## config.mk

```make
export PLATFORM = sky130hd
export DESIGN_NAME = mem_stall_ctrl
export DESIGN_NICKNAME = d
export VERILOG_FILES = /design/src/rtl/mem_stall_ctrl.sv
export SDC_FILE = /design/constraint.sdc
export NUM_CORES = 1
export LEC_CHECK = 0
export ABC_CLOCK_PERIOD_IN_PS = 5180
export BUFFER_PORTS_ARGS = -buffer_cell sky130_fd_sc_hd__buf_2
export CAP_MARGIN = 20
export CORE_ASPECT_RATIO = 1.2
export CORE_UTILIZATION = 54
export DETAILED_ROUTE_END_ITERATION = 10
export GPL_TIMING_DRIVEN = 0
export PLACE_DENSITY_LB_ADDON = 0.15
export SYNTH_ARGS = -nofsm -noshare
export SYNTH_HDL_FRONTEND = slang
export SYNTH_SLANG_ARGS = --single-unit
```

## constraint.sdc

```tcl
create_clock -name clk -period 5.18 [get_ports clk]
set_input_delay 1.036 -clock clk [delete_from_list [all_inputs] [get_ports clk]]
set_output_delay 1.036 -clock clk [all_outputs]
set_load 0.05 [all_outputs]
```

## src/rtl/mem_stall_ctrl.sv

```systemverilog
// Memory stall controller: sequences the shared memory port for the
// writeback-stage op and freezes the pipeline while it is pending.
//
// Ports:
//   clk, rstd        clock, async active-low reset
//   jon[2:0]         mem-op flags per stage (0 dec, 1 exe, 2 wb)
//   st_w             writeback op is a store
//   mem_ready        memory completes the request this cycle
//   mem_rdata        read data, valid with mem_ready
//   mem_req, mem_we  memory request / write strobe
//   freeze           hold PC and all pipeline registers
//   rdata_q          last captured load data
//   err              sticky timeout flag
//   stall_cnt        frozen cycles, saturating
//   acc_cnt          completed accesses, wrapping
//   state            FSM state (IDLE=0, ACCESS=1, DONE=2)
module mem_stall_ctrl #(
    parameter int DW      = 32,
    parameter int TIMEOUT = 15,
    parameter int CNT_W   = 16
) (
    input  logic             clk,
    input  logic             rstd,
    input  logic [2:0]       jon,
    input  logic             st_w,
    input  logic             mem_ready,
    input  logic [DW-1:0]    mem_rdata,
    output logic             mem_req,
    output logic             mem_we,
    output logic             freeze,
    output logic [DW-1:0]    rdata_q,
    output logic             err,
    output logic [CNT_W-1:0] stall_cnt,
    output logic [CNT_W-1:0] acc_cnt,
    output logic [1:0]       state
);

    localparam logic [1:0] S_IDLE   = 2'd0;
    localparam logic [1:0] S_ACCESS = 2'd1;
    localparam logic [1:0] S_DONE   = 2'd2;

    // wait counter only needs to reach TIMEOUT-1
    localparam int WW = (TIMEOUT > 1) ? $clog2(TIMEOUT) : 1;
    localparam logic [WW-1:0] WAIT_LAST = WW'(TIMEOUT - 1);

    logic [1:0]    state_q;
    logic [1:0]    state_d;
    logic [WW-1:0] wait_q;
    logic          in_idle;
    logic          timeout;

    assign in_idle = (state_q == S_IDLE);
    assign mem_req = (state_q == S_ACCESS);
    assign mem_we  = mem_req & st_w;
    assign timeout = mem_req & ~mem_ready & (wait_q == WAIT_LAST);
    assign state   = state_q;

    // freeze is combinational on jon[2] in IDLE; gate it with reset
    // so it reads 0 while rstd is held low
    assign freeze = rstd & (mem_req | (in_idle & jon[2]));

    always_comb begin
        state_d = S_IDLE;
        case (state_q)
            S_IDLE:   state_d = jon[2] ? S_ACCESS : S_IDLE;
            S_ACCESS: state_d = (mem_ready | timeout) ? S_DONE : S_ACCESS;
            // jon[2] here belongs to the retiring op
            S_DONE:   state_d = jon[1] ? S_ACCESS : S_IDLE;
            default:  state_d = S_IDLE;
        endcase
    end

    always_ff @(posedge clk or negedge rstd) begin
        if (!rstd) begin
            state_q   <= S_IDLE;
            wait_q    <= '0;
            rdata_q   <= '0;
            err       <= 1'b0;
            stall_cnt <= '0;
            acc_cnt   <= '0;
        end else begin
            state_q <= state_d;

            // cleared in every non-ACCESS cycle, so zero on entry
            if (mem_req && !mem_ready) begin
                wait_q <= wait_q + WW'(1);
            end else begin
                wait_q <= '0;
            end

            if (freeze && (stall_cnt != '1)) begin
                stall_cnt <= stall_cnt + CNT_W'(1);
            end

            if (mem_req && mem_ready) begin
                acc_cnt <= acc_cnt + CNT_W'(1);
                if (!st_w) begin
                    rdata_q <= mem_rdata;
                end
            end

            if (timeout) begin
                err <= 1'b1;
            end
        end
    end

endmodule

```

==> results.txt, run 1 <==
The flow ran to the end, and the final reports show no timing, DRC or antenna violations. The fraction of layout instances using a drive strength above 1 was 0.4915; the number of buffers inserted by hold repair at cts was 0. The detailed router placed 2210 vias in this run.

At the later pin of the worst-skew pair, clock insertion delay measures 0.34 ns. The longest clock path from root to sink contains 2 buffers. The initialized floorplan defines 30 standard-cell rows.

The die covers 6261 µm². TritonCTS built the clock tree. Power density over cell area: 591.2 nW/µm². Clock root buffer master: sky130_fd_sc_hd__clkbuf_8. The logs give 0 for the number of max-slew violations in the final report and 0 for the number of antenna violations at the first check in global routing.

The synthesized design contains 71 register bits. The first global-routing pass estimated 9.425 mm of wire. Area of the core: 5705 µm². The achievable clock frequency came out at 273.1 MHz. The clock arrives with 0.007202 ns of skew. At the worst endpoint, the required time is 4.14 ns. The highest net fanout along the worst path is 72, and the detailed placement HPWL is 4.195 mm. The biggest area contributor in the post-synthesis netlist is sky130_fd_sc_hd__dfrtp_1. The final core utilization was 0.7013.

For the headroom to the max-slew limit, the log shows 0.4190. Setup repair after global routing left no endpoint under its margin. For this design the top-level I/O count stands at 109. The worst setup path is of the primary input to primary output kind. In this run the static leakage power is 2.035 nW.

After the last flow step, the layout net total stands at 392. The count of nets left with antenna violations once routing finished came out at 0. Synthesis handed over a netlist of 231 instances. In this run the mean area of a mapped cell was 13.90 µm².

From bottom edge to top edge, the die measures 86.48 µm. The number of setup buffers added after CTS is 0. Largest net degree at the start of global routing: 73.

For the final hold violation count, the log shows 0. In this run the number of H-tree levels came out at 3. For the share of the yosys chip area belonging to registers, the log shows 0.5532. The area share of the largest cell type after synthesis is 0.5532, and the number of antenna cells inserted is 0. The final global-route overflow total is 0.

By area the synthesized netlist is led by sky130_fd_sc_hd__dfrtp_1, sky130_fd_sc_hd__mux2_4, sky130_fd_sc_hd__xnor2_1. Total detailed-routing wirelength: 5.945 mm. The count of endpoints failing setup in the final report came out at 0. The via count of the first global-routing pass was 2011; the via-per-instance ratio was 5.116. Data arrives at the worst endpoint at 2.63 ns. The routed wirelength normalized by instance count was 13.76 µm; the total clock buffers created by CTS was 9.

STA classifies the critical path startpoint as a primary input. Die outline width: 72.40 µm. The pre-antenna-repair detailed-routing pass consisted of 4 iterations.

The cell area that synthesis handed to floorplanning was 3212 µm². The final weighted congestion in routability-driven placement is 0.7999, and the overall power after layout is 2.366 mW. The remaining design rule violation count was 0; the number of I/O port buffers was 107. The final setup TNS is 0 ns.

The run gives 71 as the clock net sink count. The worst setup path is captured at a primary output. The final clock period utilization by the worst path was 0.7070; the count of fill cells added during filler insertion was 454.

After the first detailed-routing iteration, the DRC count stood at 94. The overall routing resource usage was 0.1987. Final critical-path required period: 3.662 ns. The type of the most critical hold path is register to register.

Instance count along the most critical hold path: 1. Path depth of the worst reg2reg path: 5. The number of nets in the synthesized netlist is 274.

The worst-margin pin slew was 0.8715 ns. The max-cap violation count was 0; the number of warnings printed during yosys synthesis was 0. Relative to the synthesized area, the layout overhead comes to 24.58%. The maximum resistive drop on vdd came out at 0.4002 mV.

Initial core utilization: 0.5629. The logs give 43 for the number of library cell types mapped by synthesis and 0 for the post-cts sizing count. Clock-pin slew was measured on the worst setup and hold paths at 0.07 ns.
==> stage by stage <==
step | setup WS [ns] | std cells | hold WS, ns | cell area [µm²]
global placement | 0.9178 | 418 | 0.4575 | 3847
CTS | 1.453 | 432 | 0.4751 | 4001
detailed placement | 1.464 | 418 | 0.4631 | 3850
finish | 1.518 | 432 | 0.4687 | 4001
global route | 1.255 | 432 | 0.4979 | 4001
floorplan | 2.358 | 231 | 0.4535 | 3212
==> worst paths after layout <==
| path | from | end | slack, ns |
|---|---|---|---|
| worst max-delay path | rstd | freeze | 1.52 |
| worst min-delay path | acc_cnt[15] | acc_cnt[15] | 0.47 |
| worst max register to register | stall_cnt[0] | stall_cnt[1] | 3.33 |
| worst min register to register | acc_cnt[15] | acc_cnt[15] | 0.47 |
| max in group asynchronous | rstd | acc_cnt[3] | 3.80 |
| min in group asynchronous | rstd | rdata_q[1] | 0.80 |
==> layer usage <==
metal	share of wire	track usage	vias to the layer above
li1	-	-	1042
met1	0.47	0.2729	1067
met2	0.44	0.2889	87
met3	0.062	0.04186	14
met4	0.027	0.1212	0
met5	0	0	-
==> synthesized netlist by cell type <==
cell	count
sky130_fd_sc_hd__dfrtp_1	71
sky130_fd_sc_hd__mux2_4	31
sky130_fd_sc_hd__xnor2_1	18
sky130_fd_sc_hd__xor2_1	12
sky130_fd_sc_hd__nand2_1	11
sky130_fd_sc_hd__nand3_1	10
sky130_fd_sc_hd__nand4_1	10
sky130_fd_sc_hd__nor2_1	10
sky130_fd_sc_hd__and3_1	4
sky130_fd_sc_hd__ha_1	4
sky130_fd_sc_hd__mux2_2	4
sky130_fd_sc_hd__nor3_1	4
sky130_fd_sc_hd__buf_12	3
sky130_fd_sc_hd__inv_1	3
sky130_fd_sc_hd__a21oi_1	2
sky130_fd_sc_hd__and4_1	2
sky130_fd_sc_hd__buf_6	2
sky130_fd_sc_hd__nand4b_1	2
sky130_fd_sc_hd__nor2b_4	2
sky130_fd_sc_hd__nor4_1	2
sky130_fd_sc_hd__or2_2	2
sky130_fd_sc_hd__a31oi_1	1
sky130_fd_sc_hd__and2_1	1
sky130_fd_sc_hd__and2_4	1
sky130_fd_sc_hd__buf_2	1
sky130_fd_sc_hd__clkbuf_1	1
sky130_fd_sc_hd__mux2i_1	1
sky130_fd_sc_hd__nand2b_1	1
sky130_fd_sc_hd__nand3_2	1
sky130_fd_sc_hd__nand3b_1	1
sky130_fd_sc_hd__nand4_2	1
sky130_fd_sc_hd__nor2_2	1
sky130_fd_sc_hd__nor2b_1	1
sky130_fd_sc_hd__nor3_2	1
sky130_fd_sc_hd__nor3b_1	1
sky130_fd_sc_hd__nor4_4	1
sky130_fd_sc_hd__nor4b_2	1
sky130_fd_sc_hd__o2111ai_1	1
sky130_fd_sc_hd__o21ai_0	1
sky130_fd_sc_hd__o21bai_1	1
sky130_fd_sc_hd__or2_1	1
sky130_fd_sc_hd__or2b_1	1
sky130_fd_sc_hd__or3_1	1
==> cells in the final DEF, fill, tap and decap left out, types with 2 or more instances in the layout <==
cell / instances
sky130_fd_sc_hd__nand2_1: 11
sky130_fd_sc_hd__nor2b_4: 2
sky130_fd_sc_hd__and3_1: 4
sky130_fd_sc_hd__ha_1: 4
sky130_fd_sc_hd__or2_2: 2
sky130_fd_sc_hd__xnor2_1: 18
sky130_fd_sc_hd__clkinv_2: 4
sky130_fd_sc_hd__inv_1: 3
sky130_fd_sc_hd__dfrtp_1: 71
sky130_fd_sc_hd__and4_1: 2
sky130_fd_sc_hd__mux2_2: 4
sky130_fd_sc_hd__nor4_1: 2
sky130_fd_sc_hd__nand4b_1: 2
sky130_fd_sc_hd__xor2_1: 12
sky130_fd_sc_hd__nor3_1: 4
sky130_fd_sc_hd__nand4_1: 10
sky130_fd_sc_hd__buf_2: 107
sky130_fd_sc_hd__buf_12: 3
sky130_fd_sc_hd__a21oi_1: 2
sky130_fd_sc_hd__nor2_1: 10
sky130_fd_sc_hd__mux2_4: 31
sky130_fd_sc_hd__nand3_1: 10
sky130_fd_sc_hd__buf_6: 2
sky130_fd_sc_hd__clkbuf_8: 9
==> where the power goes <==
part / internal, mW / total (mW) / switching, mW
Combinational: 0.352 / 1.16 / 0.803
Clock: 0.164 / 0.355 / 0.190
Sequential: 0.724 / 0.856 / 0.132
Total: 1.24 / 2.37 / 1.13
==> kinds of logic (layout without fill, tap and decap cells) <==
group,Yosys count,in the layout,share of synthesized area
xor+xnor,30,30,0.08181
buf+inv,10,131,0.03194
compound gates,6,6,0.01169
mux,36,36,0.1621
flops,71,71,0.5532
simple gates,74,74,0.1438
fa+ha+maj,4,4,0.01558
==> sequential cells by signal, summed over array words and instances (netlist names) <==
register	count
rdata_q	32
acc_cnt	16
stall_cnt	16
wait_q	4
state	2
err	1
==> worst max-delay path, cell delays in order <==
cell and delay (ns):
sky130_fd_sc_hd__buf_4 0.65, sky130_fd_sc_hd__nand2b_1 0.17, sky130_fd_sc_hd__or2_1 0.26, sky130_fd_sc_hd__buf_2 0.17, sky130_fd_sc_hd__inv_1 0.06, sky130_fd_sc_hd__buf_2 0.25
==> layout make-up <==
| type | count | area, µm² | share of cell area |
|---|---|---|---|
| sequential | 71 | 1777 | 0.4440 |
| clock buffer | 9 | 123.9 | 0.03096 |
| buffer | 7 | 91.34 | 0.02283 |
| timing repair buffer | 107 | 538.0 | 0.1345 |
| tap | 80 | 100.1 | 0.02502 |
| inverter | 3 | 11.26 | 0.002814 |
| multi-input combinational | 150 | 1333 | 0.3330 |
| clock inverter | 5 | 27.53 | 0.006879 |
No activity file was read; power rests on OpenSTA's default activity.
==> inputs of run 2 (changes only) <==
--- a/config.mk
+++ b/config.mk
@@ -5,11 +5,12 @@
 export SDC_FILE = /design/constraint.sdc
 export NUM_CORES = 1
 export LEC_CHECK = 0
-export ABC_CLOCK_PERIOD_IN_PS = 5180
+export ABC_AREA = 1
+export ABC_CLOCK_PERIOD_IN_PS = 3700
 export BUFFER_PORTS_ARGS = -buffer_cell sky130_fd_sc_hd__buf_2
 export CAP_MARGIN = 20
 export CORE_ASPECT_RATIO = 1.2
-export CORE_UTILIZATION = 54
+export CORE_UTILIZATION = 51
 export DETAILED_ROUTE_END_ITERATION = 10
 export GPL_TIMING_DRIVEN = 0
 export PLACE_DENSITY_LB_ADDON = 0.15
==> constraint.sdc (replaced) <==
create_clock -name clk -period 3.7 [get_ports clk]
set_input_delay 0.74 -clock clk [delete_from_list [all_inputs] [get_ports clk]]
set_output_delay 0.74 -clock clk [all_outputs]
set_load 0.05 [all_outputs]
==> results.txt, run 2 <==
The post-synthesis average cell area is 8.122 µm² (-42%), and the final-stage net count is 580 (+48%). The run gives 0 (unchanged) as the final global-route overflow total. The tools report the remaining design rule violation count as 0 (unchanged). The area growth from synthesis to layout is 26.76%. The largest net degree at the start of global routing was 73 (unchanged).

The run gives 135 (+44%) as the iteration-0 DRC count of the detailed router. The highest net fanout along the worst path was 72 (unchanged); the signal arrival time at the worst endpoint was 2.08 ns (-0.55 ns). Final hold violation count: 0 (unchanged). The number of search-and-repair iterations in the first detailed-routing pass is 6 (+2), and the number of max-slew violations in the final report is 0 (unchanged).

The detailed placement HPWL was 5.583 mm (+33%). The tools report the netlist area before placement as 3403 µm² (+6.0%). Cell type with the highest aggregate area in the netlist: sky130_fd_sc_hd__dfrtp_1. The basic-gate share of the synthesized area counting and, or, nand and nor cells was 0.3419 (+0.1982); the clock input transition at the sequential cells of the worst setup and hold paths was 0.07 ns (about the same). The clock root buffer master is sky130_fd_sc_hd__clkbuf_8. The run gives 0.34 ns (about the same) as the clock insertion delay at the later pin of the skew report. For the total clock buffers created by CTS, the log shows 9 (unchanged).

The routed wirelength normalized by instance count works out to 12.30 µm (-11%). The maximum resistive drop on vdd came out at 0.5993 mV (+50%). Fraction of layout instances using a drive strength above 1: 0.2569 (-0.2345). The logs give 0 ns (unchanged) for the final setup TNS and 0.8609 (+7.6%) for the final weighted congestion in routability-driven placement. The final worst hold slack was 0.4667 ns (-0.001967 ns). The logs give 462 (+69%) for the total nets after synthesis and 0 (unchanged) for the count of endpoints failing setup in the final report.

Among all flip-flop cells after synthesis, the most frequent one is sky130_fd_sc_hd__dfrtp_1. The min-delay analysis places its worst path in the category register to register. The adder-cell area share of the yosys netlist was 0.01471 (-0.0008765). After synthesis, the largest family of logic cells by area is simple AND/OR/NAND/NOR gates. The total instance count after detailed placement was 611 (+46%). Setup repair after global routing left no endpoint under its margin. Overall routing resource usage: 0.2369 (+0.03823).

The area of the core is 6446 µm² (+13%), and the total leakage power is 2.292 nW (+13%). The die outline width was 76.57 µm (+5.8%). The register with the most flip-flops in the final layout is rdata_q. The number of flip-flops under the largest register name came out at 32 (unchanged). Synthesized instance count: 419 (+81%).

For the count of buffers added by post-CTS timing repair for setup, the log shows 0 (unchanged). The post-cts sizing count is 0 (unchanged), and the power density over cell area is 850.0 nW/µm² (+44%). The run gives 0.5221 (-0.03112) as the share of the yosys chip area belonging to registers. The mux share of post-synthesis cell area works out to 0 (-0.1621).

The parity-gate share of the synthesized area counting xor and xnor cells was 0.04890 (-0.03291). Ranked by total cell area, the synthesized netlist is headed by sky130_fd_sc_hd__dfrtp_1, sky130_fd_sc_hd__nand2_1, sky130_fd_sc_hd__nand3_1. The number of antenna cells inserted is 0 (unchanged). The number of standard cells in the layout, taps in and fillers out is 626 (+45%). The clock net sink count is 71 (unchanged).

The tools report the endpoint type of the worst setup path as a primary output. Number of flip-flops and latches in the synthesized netlist: 71 (unchanged). The via-per-instance ratio was 4.968 (-2.9%); the H-tree level count was 3 (unchanged). The tools report the clock skew after layout as 0.01057 ns (+0.003367 ns). The complex-gate fraction of the synthesized area is 0.02426 (+0.01258), and the area of the die is 7005 µm² (+12%).

The logs give 0 (unchanged) for the number of warnings printed during yosys synthesis and 13.07 mm (+39%) for the global-route wire length before repair. In the layout the commonest cells are sky130_fd_sc_hd__nand2_1, sky130_fd_sc_hd__buf_2, sky130_fd_sc_hd__dfrtp_1. The worst setup path is launched from a primary input. The number of primary I/O pins was 109 (unchanged). The run finished with clean final reports. Number of buffers inserted by hold repair at cts: 0 (unchanged).

The tools report the number of antenna violations at the first check in global routing as 0 (unchanged). Die boundary height: 91.49 µm (+5.8%). For the max-cap violation count, the log shows 0 (unchanged). Startpoint-to-endpoint class of the critical path: primary input to primary output. The routed design could run at a clock period as short as 2.816 ns.

The share of flip-flops with an asynchronous set or reset after synthesis was 1.000 (unchanged); the post-placement cell area was 4048 µm² (+5.1%). The number of antenna-violating nets in the routed design was 0 (unchanged). The tools report the cell area after layout as 4314 µm² (+7.8%).

Counting instances in the post-synthesis netlist gives the leading cell types as sky130_fd_sc_hd__nand2_1, sky130_fd_sc_hd__dfrtp_1, sky130_fd_sc_hd__nand3_1, sky130_fd_sc_hd__nor2_1, sky130_fd_sc_hd__inv_1. The largest registers in the layout are rdata_q x32, acc_cnt x16, stall_cnt x16. The achievable clock frequency was 355.2 MHz. The final clock period utilization by the worst path is 0.7610. For the overall power after layout, the log shows 3.667 mW (+55%).

The area share of the largest cell type after synthesis was 0.5221 (-0.03112); the worst-margin pin slew was 0.8873 ns (+0.01581 ns). The number of I/O port buffers is 107 (unchanged). The run gives 2 (unchanged) as the worst-case clock buffer depth.

Among all cell types in the netlist, the one instantiated most often is sky130_fd_sc_hd__nand2_1. TritonCTS built the clock tree. The tools report the overall via count from detail_route as 3110 (+41%). The library cell used most frequently in the layout, excluding fill and tap cells, is sky130_fd_sc_hd__nand2_1.

The total number of placement rows was 32 (+6.7%). The logs give 2.96 ns (-1.18 ns) for the required time at the endpoint of the critical path and 7.699 mm (+30%) for the total detailed-routing wirelength. The number of enable-type register cells in the synthesized netlist was 0 (unchanged).

The via count of the first global-routing pass came out at 2932 (+46%). The logs give 0.5280 (-0.03499) for the initial core utilization and 0.4084 (-0.01054) for the headroom to the max-slew limit. The run gives 26 (-40%) as the number of library cell types mapped by synthesis.
-- run 2: layer usage --
layer	up-vias	share of wire	GRT usage
met5	-	0	0
met4	0	0.022	0.1074
met3	15	0.047	0.05628
met2	74	0.52	0.4107
met1	1461	0.41	0.2766
li1	1560	-	-
-- run 2: through the flow --
step             util  worst slack [ns]
5_1_grt        0.6693            0.7125
3_3_place_gp   0.6275            0.2734
2_1_floorplan       -             1.198
6_report       0.6693            0.8843
3_5_place_dp   0.6279            0.8158
4_1_cts        0.6693            0.8188
-- run 2: cells by family after synthesis --
family / Yosys count
simple gates: 275
flops: 71
buf+inv: 39
xor+xnor: 19
compound gates: 11
fa+ha+maj: 4
-- run 2: where the power goes --
part	internal, mW	switching [mW]	total (mW)
logic	0.365	1.30	1.66
registers	1.01	0.173	1.18
clock network	0.533	0.286	0.819
total	1.91	1.76	3.67
-- run 2: layout make-up --
cell class	count	area, µm²
plain buffers	12	62.56
repair buffers	107	538.0
clock inverters	5	128.9
inverters	27	101.3
flip-flops and latches	71	1777
clock buffers	10	137.6
multi-input cells	309	1463
fillers	601	2132
well taps	85	106.4
-- run 2: final timing paths --
path	start	depth (start not counted)	to	slack (ns)
max in group asynchronous	rstd	1	rdata_q[7]	2.60
min in group asynchronous	rstd	1	acc_cnt[8]	0.51
setup reg to reg	stall_cnt[0]	8	stall_cnt[13]	1.97
hold reg to reg	rdata_q[24]	2	rdata_q[24]	0.47
setup / recovery	rstd	3	freeze	0.88
hold / removal	rdata_q[24]	2	rdata_q[24]	0.47
-- run 2: worst max-delay path, cell delays in order --
cell                       delay, ns
sky130_fd_sc_hd__buf_4          0.66
sky130_fd_sc_hd__a21boi_4       0.35
sky130_fd_sc_hd__buf_2          0.29
